`config.mk`:
```
export PLATFORM = sky130hd
export DESIGN_NAME = pmem_line_responder
export DESIGN_NICKNAME = d
export VERILOG_FILES = /design/src/rtl/pmem_pkg.sv /design/src/rtl/pmem_line_buffer.sv /design/src/rtl/pmem_line_responder.sv
export SDC_FILE = /design/constraint.sdc
export NUM_CORES = 1
export LEC_CHECK = 0
export ABC_AREA = 1
export BUFFER_PORTS_ARGS = -buffer_cell sky130_fd_sc_hd__buf_4
export CELL_PAD_IN_SITES_DETAIL_PLACEMENT = 0
export CELL_PAD_IN_SITES_GLOBAL_PLACEMENT = 2
export CORE_AREA = 4 4 278 280
export CTS_CLUSTER_SIZE = 25
export DETAILED_ROUTE_END_ITERATION = 8
export DIE_AREA = 0 0 282 284
export PLACE_DENSITY = 0.77
export RECOVER_POWER = 25
export SYNTH_ARGS = -nofsm -noshare
export SYNTH_HDL_FRONTEND = slang
export SYNTH_SLANG_ARGS = --single-unit
```
`constraint.sdc`:
```
create_clock -name clk -period 3.4 [get_ports clk]
set_input_delay 0.68 -clock clk [delete_from_list [all_inputs] [get_ports clk]]
set_output_delay 0.68 -clock clk [all_outputs]
set_load 0.03 [all_outputs]
```
`src/rtl/pmem_pkg.sv`:
```
// -----------------------------------------------------------------------------
// pmem_pkg
// Shared definitions for the cache-side physical-memory line responder:
// responder state encoding, line/beat geometry and an address-alignment helper.
// No ports (package).
// -----------------------------------------------------------------------------
package pmem_pkg;

    localparam int BEAT_WIDTH  = 64;
    localparam int BURST_BEATS = 4;
    localparam int LINE_WIDTH  = BEAT_WIDTH * BURST_BEATS;
    localparam int OFFSET_BITS = 5;
    localparam int ADDR_WIDTH  = 32;
    localparam int CNT_WIDTH   = $clog2(BURST_BEATS);

    localparam logic [ADDR_WIDTH-1:0] OFFSET_MASK = ADDR_WIDTH'((1 << OFFSET_BITS) - 1);

    typedef enum logic [1:0] {
        IDLE  = 2'd0,
        READ  = 2'd1,
        WRITE = 2'd2,
        DONE  = 2'd3
    } resp_state_t;

    // Clears the byte-within-line offset so bursts always start on a line boundary.
    function automatic logic [ADDR_WIDTH-1:0] line_align(input logic [ADDR_WIDTH-1:0] addr);
        return addr & ~OFFSET_MASK;
    endfunction

endpackage

```
`src/rtl/pmem_line_buffer.sv`:
```
// -----------------------------------------------------------------------------
// pmem_line_buffer
// One cache line held as BURST_BEATS beat-wide slices. Supports a full-line
// load (write requests) and a single-beat write (read bursts), plus a
// beat-indexed read port used to serialize write bursts.
//
// Ports:
//   clk          clock
//   srst_i       synchronous active-high reset, clears the whole line
//   load_en_i    load load_line_i into the entire line
//   load_line_i  full line to load
//   beat_we_i    write beat_data_i into slice beat_idx_i
//   beat_idx_i   slice index for beat write and beat read
//   beat_data_i  beat to write
//   line_o       whole line
//   beat_o       slice selected by beat_idx_i
// -----------------------------------------------------------------------------
module pmem_line_buffer
    import pmem_pkg::*;
(
    input  logic                  clk,
    input  logic                  srst_i,
    input  logic                  load_en_i,
    input  logic [LINE_WIDTH-1:0] load_line_i,
    input  logic                  beat_we_i,
    input  logic [CNT_WIDTH-1:0]  beat_idx_i,
    input  logic [BEAT_WIDTH-1:0] beat_data_i,
    output logic [LINE_WIDTH-1:0] line_o,
    output logic [BEAT_WIDTH-1:0] beat_o
);

    logic [BEAT_WIDTH-1:0] beats [BURST_BEATS];

    generate
        for (genvar gi = 0; gi < BURST_BEATS; gi++) begin : g_slice
            logic [BEAT_WIDTH-1:0] slice_q;

            // A full-line load wins over a beat write; the two never coincide
            // in the responder, but the priority keeps the slice well defined.
            always_ff @(posedge clk) begin
                if (srst_i) begin
                    slice_q <= '0;
                end else if (load_en_i) begin
                    slice_q <= load_line_i[gi*BEAT_WIDTH +: BEAT_WIDTH];
                end else if (beat_we_i && (beat_idx_i == CNT_WIDTH'(gi))) begin
                    slice_q <= beat_data_i;
                end
            end

            assign beats[gi] = slice_q;
            assign line_o[gi*BEAT_WIDTH +: BEAT_WIDTH] = slice_q;
        end
    endgenerate

    assign beat_o = beats[beat_idx_i];

endmodule

```
`src/rtl/pmem_line_responder.sv`:
```
// -----------------------------------------------------------------------------
// pmem_line_responder
// Responder end of the cache-to-physical-memory line interface. Takes 256-bit
// line read/write requests and completes them as 4-beat, 64-bit bursts.
// Read beats are reassembled into the line buffer; write lines are serialized
// from it. Completion is a single-cycle pmem_resp pulse.
//
// Build option:
//   PMEM_POSTED_WRITE_EN  when defined, writes respond the cycle after they are
//                         latched and the burst drains in the background; any
//                         new request waits until that burst has finished.
//
// Ports:
//   clk            clock
//   rst            synchronous active-high reset
//   pmem_read      line read request, held until pmem_resp
//   pmem_write     line write request, held until pmem_resp (wins over read)
//   pmem_address   line address, low 5 bits ignored
//   pmem_wdata     write line
//   pmem_rdata     read line, meaningful while pmem_resp
//   pmem_resp      one-cycle completion pulse
//   burst_read     burst read request
//   burst_write    burst write request
//   burst_address  latched line-aligned address
//   burst_wdata    current write beat
//   burst_rdata    current read beat
//   burst_resp     beat handshake
// -----------------------------------------------------------------------------
module pmem_line_responder
    import pmem_pkg::*;
(
    input  logic                  clk,
    input  logic                  rst,
    input  logic                  pmem_read,
    input  logic                  pmem_write,
    input  logic [ADDR_WIDTH-1:0] pmem_address,
    input  logic [LINE_WIDTH-1:0] pmem_wdata,
    output logic [LINE_WIDTH-1:0] pmem_rdata,
    output logic                  pmem_resp,
    output logic                  burst_read,
    output logic                  burst_write,
    output logic [ADDR_WIDTH-1:0] burst_address,
    output logic [BEAT_WIDTH-1:0] burst_wdata,
    input  logic [BEAT_WIDTH-1:0] burst_rdata,
    input  logic                  burst_resp
);

    resp_state_t           state_q, state_d;
    logic [CNT_WIDTH-1:0]  beat_cnt_q, beat_cnt_d;
    logic [ADDR_WIDTH-1:0] addr_q, addr_d;
    logic                  buf_load;
    logic                  buf_beat_we;
    logic                  last_beat;
`ifdef PMEM_POSTED_WRITE_EN
    logic                  posted_resp_q, posted_resp_d;
`endif

    assign last_beat = (beat_cnt_q == CNT_WIDTH'(BURST_BEATS - 1));

    always_ff @(posedge clk) begin
        if (rst) begin
            state_q       <= IDLE;
            beat_cnt_q    <= '0;
            addr_q        <= '0;
`ifdef PMEM_POSTED_WRITE_EN
            posted_resp_q <= 1'b0;
`endif
        end else begin
            state_q       <= state_d;
            beat_cnt_q    <= beat_cnt_d;
            addr_q        <= addr_d;
`ifdef PMEM_POSTED_WRITE_EN
            posted_resp_q <= posted_resp_d;
`endif
        end
    end

    always_comb begin
        state_d       = state_q;
        beat_cnt_d    = beat_cnt_q;
        addr_d        = addr_q;
        buf_load      = 1'b0;
        buf_beat_we   = 1'b0;
`ifdef PMEM_POSTED_WRITE_EN
        posted_resp_d = 1'b0;
`endif
        case (state_q)
            IDLE: begin
                if (pmem_write) begin
                    addr_d        = line_align(pmem_address);
                    beat_cnt_d    = '0;
                    buf_load      = 1'b1;
                    state_d       = WRITE;
`ifdef PMEM_POSTED_WRITE_EN
                    posted_resp_d = 1'b1;
`endif
                end else if (pmem_read) begin
                    addr_d     = line_align(pmem_address);
                    beat_cnt_d = '0;
                    state_d    = READ;
                end
            end
            READ: begin
                if (burst_resp) begin
                    buf_beat_we = 1'b1;
                    // Counter holds on the final beat so it never wraps mid-burst.
                    if (last_beat) begin
                        state_d = DONE;
                    end else begin
                        beat_cnt_d = beat_cnt_q + 1'b1;
                    end
                end
            end
            WRITE: begin
                if (burst_resp) begin
                    if (last_beat) begin
`ifdef PMEM_POSTED_WRITE_EN
                        // Already acknowledged when latched; no second pulse.
                        state_d = IDLE;
`else
                        state_d = DONE;
`endif
                    end else begin
                        beat_cnt_d = beat_cnt_q + 1'b1;
                    end
                end
            end
            DONE: begin
                state_d = IDLE;
            end
            default: begin
                state_d = IDLE;
            end
        endcase
    end

    pmem_line_buffer u_line_buffer (
        .clk         (clk),
        .srst_i      (rst),
        .load_en_i   (buf_load),
        .load_line_i (pmem_wdata),
        .beat_we_i   (buf_beat_we),
        .beat_idx_i  (beat_cnt_q),
        .beat_data_i (burst_rdata),
        .line_o      (pmem_rdata),
        .beat_o      (burst_wdata)
    );

    // All outputs come from registered state only.
    assign burst_read    = (state_q == READ);
    assign burst_write   = (state_q == WRITE);
    assign burst_address = addr_q;
`ifdef PMEM_POSTED_WRITE_EN
    assign pmem_resp     = (state_q == DONE) || posted_resp_q;
`else
    assign pmem_resp     = (state_q == DONE);
`endif

endmodule

```
Word-level counts from Yosys, hierarchy flattened. Index checks and enable logic that the tools add are counted.

Logic and storage cells: 63. Bits of input ports: 357. Register bits after elaboration: 292.

Bitwise gates (word level): 1. Reduce and logical (&&, ||, !) cells: 16. Equal/unequal tests: 10. Multiplexer cells: 27. Order comparisons: 1. Add/sub/neg operators: 1.

Operators with widths (count): two-way mux 64 bit (10); binary-select mux 64 bit (select 2 bit) (1); two-way mux 32 bit (2); two-way mux 2 bit (8); nonzero test 2 bit (6); equality test 2 bit (second input constant) (4); case mux 2 bit (3 select lines) (1); equality test 2 x 1 -> 1 bit (second input constant) (2); logical AND 1 bit (4); logical NOT 2 bit (2); two-way mux 1 bit (4); inequality test 2 x 1 -> 1 bit (second input constant) (2); case mux 2 bit (2 select lines) (1); AND reduction 4 bit (1); greater-or-equal comparator 3 bit (second input constant) (1); inequality test 3 bit (second input constant) (1); NOT 2 -> 3 bit (1); AND reduction 3 bit (1); adder 2 x 1 -> 2 bit (second input constant) (1); inequality test 2 bit (second input constant) (1); AND reduction 2 bit (1); OR reduction 2 bit (1).

Longest topological paths before layout.
Depth in word-level cells: 5. Gate-level depth with buffers: 12. Gate-level depth less buffers: 9.

By module. A second synthesis with hierarchy kept.

Cell total of the unflattened synthesis: 2754. Area total of the unflattened synthesis: 16224.3 µm².

Modules (own cells, without submodules): pmem_line_buffer (cells each 2576, instances 1, seq. area each 5124.9 µm², area each 14890.5 µm²); pmem_line_responder (cells each 178, instances 1, seq. area each 620.6 µm², area each 1333.8 µm²).

Least setup slack after synthesis. Ideal clock, no wire load.

Path kind: register to output. Start: reg beat_cnt_q[0]. End: out burst_wdata[35]. Data arrival time: 1498 ps. Data required time: 2720 ps. Stages on the path, launching flop included: 6. Slack: 1222 ps. Cell sequence: dfxtp_1 -> buf_2 -> buf_2 -> buf_2 -> nor2_1 -> o22ai_1.

Word-level cells in the longest chain between the ends: 4.

Ends and longest elaborated chain: from (decl) (RTL line pmem_line_responder.sv:49) `logic [CNT_WIDTH-1:0] beat_cnt_q, beat_cnt_d;`; from (signal assigned) (RTL line pmem_line_responder.sv:70) `beat_cnt_q <= beat_cnt_d;`; NOT 2 -> 3 bit (implied by the code) (RTL line pmem_line_buffer.sv:55) `assign beat_o = beats[beat_idx_i];`; binary-select mux 64 bit (select 2 bit) (RTL line pmem_line_buffer.sv:55); two-way mux 64 bit (implied by the code) (2 in series) (RTL line pmem_line_buffer.sv:55); to (decl) (RTL line pmem_line_responder.sv:43) `output logic [BEAT_WIDTH-1:0] burst_wdata,`.

Every way passes these cells. The select of a mux whose other input is x is not followed.

Worst setup path after layout.
Start: reg beat_cnt_q[1]. End: out burst_wdata[63].

The elaborated chain is that of the path after synthesis.

==> impl_metrics.tcl <==
set metrics [dict create \
    die_h_um 284 \
    multi_input_area_um2 7930 \
    core_area_um2 74400 \
    cts_sinks 287 \
    grt_max_degree 140 \
    netSwitchingFraction_pct 51.0 \
    rows 100 \
    gp_congestion 0.833 \
    final-setup-viol-count 0 \
    first_global_vias 17537 \
    hold_violations 0 \
    cts_inserted_buffers 40 \
    ant_nets 0 \
    grt_pass1_wl_um 124000 \
    p_per_area_nw_per_um2 1020 \
    fin_nets 3250 \
    area_growth_pct 46.7 \
    worst_setup_path_end_kind "primary output" \
    ff_latch_area_um2 5750 \
    worstSetupStartpointType "register" \
    cts.repair.resized 0 \
    clkTransAtPathRegs_ns 0.06 \
    worst_pin_slew_ns 0.939 \
    pin_count 712 \
    detail_route.wl_per_cell_um 22.4 \
    rsz0062_at_grt "no" \
    p_switching_mw 11.2 \
    netlist_instances 2297 \
    cp_max_fo 31 \
    drt-pass1-iter-count 5 \
    reg2regPathDepth 8 \
    timing.final.crit_share_pct 90.6 \
    dr_total_vias 18238 \
    track_usage_pct 20.6 \
    period_minus_slack_ns 3.08 \
    clkLatencyLatePin_ns 0.54 \
    fmax_mhz 325 \
    peakVddDrop_v 0.000469 \
    seqPwrFrac_pct 23.4 \
    cts_setup_buffers 0 \
    final_common_cell "nor2_1" \
    synth-seq-area-share_pct 39.1 \
    die-area_um2 80100 \
    htree_levels 2 \
    drt_iter0_markers 1081 \
    final_cell_area_um2 21500 \
    cts_tree "done" \
    dp_hpwl_um 59400 \
    place_area_um2 20700 \
    yosysWarnings 0 \
    cts.path.max_buffers 3 \
    whs_path_depth 3 \
    required_ns 2.72 \
    clockPowerShare_pct 21.3 \
    synth.distinct_cells 23 \
    viasPerCell 4.69 \
    start_util_pct 19.7 \
    drc_errors 0 \
    slew_headroom_pct 37.4 \
    hp-class "input port to register" \
    fin_skew_ns 0.0106 \
    p_int_mw 10.8 \
    combPwrFrac_pct 55.3 \
    fin_tns_setup_ns 0 \
    cts_hold_buffers 0 \
    cap_viol_max_count 0 \
    die_width_um 282 \
    routed_wl_um 87200 \
    syn-cell-area_um2 14700 \
    leakage_nw 10.2 \
    antenna_found_initial 8 \
    reg2reg_slack_ns 0.85 \
    num-fill-cells 8555 \
    layout_common_cells "nor2_1 (573), buf_4 (567), nand2_1 (455)" \
    drive_gt1_share_pct 23.0 \
    avgSynthCellArea_um2 6.40 \
    crit_type "register to primary output" \
    grt-ovfl-total 0 \
    outcome "complete, no violations" \
    io_buffer_count 701 \
    root_buffer "clkbuf_16" \
    ys_ff_latch 287 \
    crit_arrival_ns 2.40 \
    slew_violations 0 \
]
-- metal layers --
metal	share of wire (%)	vias to the layer above	wire length (um)	track usage, %
met5	0.017	-	15	0
met4	3.3	4	2920	7.22
met3	7.1	148	6170	4.43
met2	49	661	42500	35.2
met1	41	8682	35600	25.4
li1	-	8743	-	-
-- area by class of cell --
| cell class | instances | area share (%) |
|---|---|---|
| Tap cell | 969 | 5.63 |
| Clock buffer | 58 | 5.43 |
| Multi-Input combinational cell | 1799 | 36.8 |
| Sequential cell | 287 | 26.7 |
| Clock inverter | 13 | 1.23 |
| Timing Repair Buffer | 740 | 23.8 |
| Inverter | 16 | 0.343 |
| Antenna cell | 6 | 0.0697 |
-- logic make-up (layout without fill, tap and decap cells) --
logic type               after synthesis  count (layout)  share of synthesized area (%)
adder cells (fa/ha/maj)                9               9                          0.766
AND/OR/NAND/NOR                     1308            1308                           35.9
flip-flops                           287             287                           39.1
buffers and inverters                215             827                           7.31
other                                  1              11                         0.0255
AO/OA/AOI/OAI                        477             477                           16.9
-- power by group through the flow --
stage               clock [mW]  combinational, mW  sequential (mW)
detailed placement           0               12.6             5.20
global placement             0               12.7             5.19
CTS                       4.84               12.7             5.14
global route              4.93               13.0             5.26
finish                    4.67               12.2             5.13
floorplan                    0               5.80             6.66
-- metrics by stage --
stage / instances / hold WS [ns] / total power [mW] / setup slack [ns] / util (%)
2_1_floorplan: 2301 / 0.578 / 12.5 / 1.22 / -
3_3_place_gp: 3811 / 0.464 / 17.9 / 0.815 / 27.8
3_5_place_dp: 3811 / 0.470 / 17.8 / 0.785 / 27.8
4_1_cts: 3882 / 0.325 / 22.7 / 0.188 / 29.7
5_1_grt: 3887 / 0.349 / 23.2 / 0.190 / 28.9
6_report: 3888 / 0.374 / 22.0 / 0.321 / 28.9
-- path summary, 6_finish.rpt --
kind	to	startpoint
min	burst_address[24]$_SDFFE_PP0P_	pmem_address[24]
max	burst_wdata[63]	beat_cnt_q[1]$_SDFFE_PP0P_
min reg2reg	u_line_buffer.g_slice[1].slice_q[10]$_SDFFE_PP0P_	u_line_buffer.g_slice[1].slice_q[10]$_SDFFE_PP0P_
max reg2reg	u_line_buffer.g_slice[2].slice_q[12]$_SDFFE_PP0P_	beat_cnt_q[0]$_SDFFE_PP0P_
-- cells in the mapped netlist --
| master | count | area (um^2) |
|---|---|---|
| a21oi_1 | 64 | 320 |
| inv_4 | 2 | 12.5 |
| dfxtp_1 | 287 | 5750 |
| nor2_1 | 573 | 2150 |
| o21ai_1 | 4 | 20.0 |
| buf_4 | 24 | 180 |
| buf_6 | 6 | 67.6 |
| o21ai_0 | 344 | 1720 |
| nand2_2 | 10 | 62.6 |
| ha_1 | 9 | 113 |
| buf_2 | 100 | 500 |
| nand4_1 | 2 | 12.5 |
| o21ai_4 | 1 | 16.3 |
| o22ai_1 | 64 | 400 |
| clkbuf_1 | 68 | 255 |
| conb_1 | 1 | 3.75 |
| nand3b_1 | 1 | 7.51 |
| nand2_1 | 459 | 1720 |
| inv_1 | 10 | 37.5 |
| nand3_1 | 262 | 1310 |
| clkbuf_2 | 1 | 5.00 |
| inv_2 | 4 | 15.0 |
| nand2_4 | 1 | 11.3 |
-- registers in the layout, summed over array words and instances, names as in the netlist --
register                       flops
beat_cnt_q                         2
state_q                            2
u_line_buffer.g_slice.slice_q    256
burst_address                     27
-- critical path: stages, from the launching register on --
cell     delay, ns
dfxtp_4       0.63
buf_4         0.51
o21ai_0       0.17
o22ai_1       0.31
buf_4         0.23
Note: power is estimated with default switching activity, not from simulation.
